$ cat src/rtl/rv_timer_tick_core.sv
// rv_timer_tick_core: prescaled tick generator, mtime increment and
// compare/interrupt logic sitting directly behind the rv_timer register block.
// The register block owns mtime, so this core only proposes next values and
// set strobes, and keeps a single registered copy of the interrupt line.
module rv_timer_tick_core #(
  parameter int PRESCALE_W = 12,
  parameter int STEP_W     = 8,
  parameter int CNT_W      = 64
) (
  input  logic                  clk_i,
  input  logic                  rst_ni,
  input  logic                  active_i,
  input  logic [PRESCALE_W-1:0] prescaler_i,
  input  logic [STEP_W-1:0]     step_i,
  input  logic [CNT_W-1:0]      mtime_i,
  input  logic [CNT_W-1:0]      mtimecmp_i,
  input  logic                  intr_enable_i,
  input  logic                  intr_state_i,
  input  logic                  intr_test_qe_i,
  input  logic                  intr_test_q_i,
  output logic                  tick_o,
  output logic                  mtime_we_o,
  output logic [CNT_W-1:0]      mtime_d_o,
  output logic                  intr_state_de_o,
  output logic                  intr_state_d_o,
  output logic                  intr_o
);

  logic [PRESCALE_W-1:0] tick_cnt;
  logic                  intr_q;
  logic                  cmp_hit;

  // Tick fires once the count has reached the prescale value; using >= means
  // lowering the prescaler below the running count ticks immediately instead
  // of letting the counter run up to wrap-around.
  always_comb begin
    tick_o = active_i & (tick_cnt >= prescaler_i);
  end

  // Prescale counter: held at zero while inactive, restarts after every tick.
  always_ff @(posedge clk_i or negedge rst_ni) begin
    if (!rst_ni) begin
      tick_cnt <= '0;
    end else if (!active_i || tick_o) begin
      tick_cnt <= '0;
    end else begin
      tick_cnt <= tick_cnt + PRESCALE_W'(1);
    end
  end

  // Next mtime is always offered; the write enable is the tick itself. The
  // sum wraps naturally at 2^CNT_W. A SW write in the same cycle wins inside
  // the register block, and the next tick builds on that written value.
  always_comb begin
    mtime_we_o = tick_o;
    mtime_d_o  = mtime_i + CNT_W'(step_i);
  end

  // Compare is level-sensitive and runs regardless of active_i, so a SW clear
  // while the hit persists is re-set on the following cycle.
  always_comb begin
    cmp_hit         = (mtime_i >= mtimecmp_i);
    intr_state_de_o = cmp_hit | (intr_test_qe_i & intr_test_q_i);
    intr_state_d_o  = 1'b1;
  end

  // Registered interrupt output: no combinational path from the intr inputs.
  always_ff @(posedge clk_i or negedge rst_ni) begin
    if (!rst_ni) begin
      intr_q <= 1'b0;
    end else begin
      intr_q <= intr_state_i & intr_enable_i;
    end
  end

  assign intr_o = intr_q;

endmodule

$ cat config.mk
export PLATFORM = sky130hd
export DESIGN_NAME = rv_timer_tick_core
export DESIGN_NICKNAME = d
export VERILOG_FILES = /design/src/rtl/rv_timer_tick_core.sv
export SDC_FILE = /design/constraint.sdc
export NUM_CORES = 1
export LEC_CHECK = 0
export CAP_MARGIN = 40
export CORE_MARGIN = 1.5
export CORE_UTILIZATION = 44
export CTS_CLUSTER_DIAMETER = 40
export DETAILED_ROUTE_END_ITERATION = 8
export PLACE_DENSITY = 0.86
export SYNTH_ARGS = -nofsm -noshare
export SYNTH_HDL_FRONTEND = slang
export SYNTH_SLANG_ARGS = --single-unit
$ cat constraint.sdc
create_clock -name clk_i -period 8.68 [get_ports clk_i]
set_input_delay 1.736 -clock clk_i [delete_from_list [all_inputs] [get_ports clk_i]]
set_output_delay 1.736 -clock clk_i [all_outputs]
set_load 0.02 [all_outputs]
==> flow_metrics.tcl <==
set metrics [dict create \
    status "complete, no violations" \
    slew_headroom 0.485 \
    fp.dieW_um 99.1 \
    yosysSeqAreaShare 0.0801 \
    antennaDiodeCount 0 \
    clk_path_buf_depth 2 \
    crit_fanout 8 \
    hp-class "flop to flop" \
    place.gp.congestion 0.941 \
    hpwl_mm 11.9 \
    synth_edf_count 0 \
    cp-start-kind "primary input" \
    final-setup-viol-count 0 \
    crit_buf_inv 4 \
    grt_pass1_vias 4716 \
    synthCells 536 \
    gr-total-overflow 0 \
    die_height_um 99.1 \
    r2r-start "tick_cnt[0]$_DFF_PN0_" \
    end_kind "output pin" \
    areaGrowthSynthToFinish_pct 58.5 \
    die-area_mm2 0.00982 \
    drc 0 \
    tns_ns 0 \
    ir_worst_vdd_mv 0.0695 \
    final_net_count 999 \
    drt_iter0_drc 164 \
    rsz0062_at_grt "false" \
    cts_sinks 13 \
    multi_input_area_mm2 0.00335 \
    setup_ws_ns 1.74 \
    start_util 0.459 \
    finalNonFillerCells 865 \
    drive_gt1_frac 0.0277 \
    synth_ff_type "dfrtp_1" \
    place_area_mm2 0.00639 \
    async_flop_share 1.00 \
    hold_depth 1 \
    syn-cell-area_mm2 0.00406 \
    critical_path_class "primary input to output pin" \
    slew_viol_final 0 \
    critPathSlowestCell "a2111oi_4" \
    synth.area.top_cells "ha_1, xnor2_1, inv_1, dfrtp_1, xor2_1" \
    clkTransAtPathRegs_ns 0.05 \
    hold_violations 0 \
    pre_cts_ws_ns 1.66 \
    cpMostUsedCell "clkdlybuf4s50_1" \
    cp.required_ns 6.94 \
    viasPerCell 5.38 \
    dp_cells 860 \
    powerDensity_mw_per_mm2 63.6 \
    postLayoutCellArea_mm2 0.00644 \
    wl_per_cell_um 15.9 \
    clock.fmax_mhz 144 \
    cts_tree "yes" \
    core-area_mm2 0.00885 \
    grt_max_degree 14 \
    cts-root-buf "clkbuf_8" \
    wirelength_mm 13.7 \
    netlist.area_leader.share 0.262 \
    p_leak_nw 3.10 \
    drv_cap 0 \
    crit_chain "clkdlybuf4s50_1, ha_1, inv_1, fa_1, nor2b_1, o21ai_0, a21o_1, a2111oi_4, buf_6, nand4_1, xnor2_1, clkdlybuf4s50_1" \
    slowest_delay_ns 0.67 \
    cts_buffers 3 \
    post_cts_resized 0 \
    cts-hold-fix-buffers 0 \
    grt_first_pass_wirelength_mm 21.8 \
    hold_path_startpoint "tick_cnt[0]$_DFF_PN0_" \
    tightest_slew_ns 0.772 \
    postCtsSetupRepairBufs 0 \
    synth_cell_type_count 51 \
    critPathTopFamily "buffers and inverters" \
    io_pins 224 \
    rr_worst_depth 9 \
    clk_latency_ns 0.25 \
    cts_max_level 1 \
    drt-pass1-iter-count 4 \
    cp_num_cells 12 \
    critPathLaunch "mtime_i[0]" \
    port_buffers 222 \
    nFillCells 682 \
    antenna_found_initial 0 \
    grt_use_total 0.269 \
    fin_skew_ns 0.00474 \
    min_period_over_period 0.800 \
    cp.arrival_ns 5.21 \
    num_vias 4656 \
    ant_nets 0 \
    synth_top_area_cell "ha_1" \
    rows 34 \
    seq_area_um2 325 \
    syn_nets 777 \
    ys_ff_latch 13 \
    avgSynthCellArea_um2 7.58 \
    period_needed_ns 6.94 \
    yosysWarningCount 0 \
]
power breakdown:
| part | switching, mW | total, mW | internal [mW] |
|---|---|---|---|
| registers | 0.00158 | 0.0637 | 0.0621 |
| logic | 0.135 | 0.291 | 0.156 |
| clock network | 0.0228 | 0.0553 | 0.0325 |
| total | 0.159 | 0.410 | 0.250 |
through the flow:
step	utilization	total power [mW]	hold slack (ns)
floorplan	-	0.196	0.467
global placement	0.721	0.345	0.503
detailed placement	0.722	0.354	0.503
CTS	0.727	0.409	0.513
global route	0.728	0.438	0.556
finish	0.728	0.410	0.517
routing by layer:
metal	track usage	share of wire	vias to the layer above
met5	0	0	-
met4	0.0715	0.025	0
met3	0.0204	0.058	31
met2	0.515	0.50	195
met1	0.323	0.42	2128
li1	-	-	2302
flip-flops by register name (all words and copies together) (netlist names):
name / flops
tick_cnt: 12
intr_o: 1
cells by family (layout without fill, tap and decap cells):
logic type               after synthesis  after routing  synth area share
AO/OA/AOI/OAI                         87             87             0.145
flip-flops                            13             13            0.0801
other                                  1              1          0.000923
XOR/XNOR                              72             72             0.157
buffers and inverters                 98            319            0.0949
AND/OR/NAND/NOR                      179            179             0.255
adder cells (fa/ha/maj)               86             86             0.267
cells in the mapped netlist (2+ instances only):
master and n:
inv_1 91, nand3_1 16, xnor2_1 46, a21o_1 21, and3_1 17, a211oi_1 2
nand3_2 4, nand4_4 2, o21a_1 3, nor2b_1 8, nand2b_1 2, a31oi_1 2
a21oi_1 33, buf_4 2, clkbuf_1 2, nor4_1 6, o2111ai_1 2, nand2_1 32
dfrtp_1 13, o311a_1 2, o21ai_0 13, ha_1 85, nor2_1 30, and2_1 8
buf_2 2, nor3_1 10, and4_1 6, nand4_1 28, xor2_1 25, or3_1 2
final timing paths:
path / slack, ns / to
setup / recovery: 1.74 / mtime_d_o[50]
hold reg to reg: 0.52 / tick_cnt[0]$_DFF_PN0_
max in group asynchronous: 6.40 / tick_cnt[3]$_DFF_PN0_
hold / removal: 0.52 / tick_cnt[0]$_DFF_PN0_
setup reg to reg: 6.71 / tick_cnt[7]$_DFF_PN0_
min in group asynchronous: 1.88 / tick_cnt[10]$_DFF_PN0_
cells in the final DEF (no fill, tap or decap), types with 2 or more instances in the layout:
cell	instances
o311a_1	2
nor2_1	30
and3_1	17
a211oi_1	2
nor3_1	10
clkbuf_8	3
ha_1	85
or3_1	2
o2111ai_1	2
nand4_1	28
inv_1	91
o21ai_0	13
o21a_1	3
nand2_1	32
a31oi_1	2
nor2b_1	8
and2_1	8
xor2_1	25
nand4_4	2
a21oi_1	33
nand3_2	4
nand2b_1	2
nand3_1	16
dfrtp_1	13
a21o_1	21
nor4_1	6
and4_1	6
clkdlybuf4s50_1	222
xnor2_1	46
area by class of cell:
class,instances,area share
Multi-Input combinational cell,425,0.520
Timing Repair Buffer,224,0.348
Inverter,91,0.0530
Sequential cell,13,0.0505
Tap cell,108,0.0210
Clock buffer,4,0.00699
(Power assumes the default switching activity.)
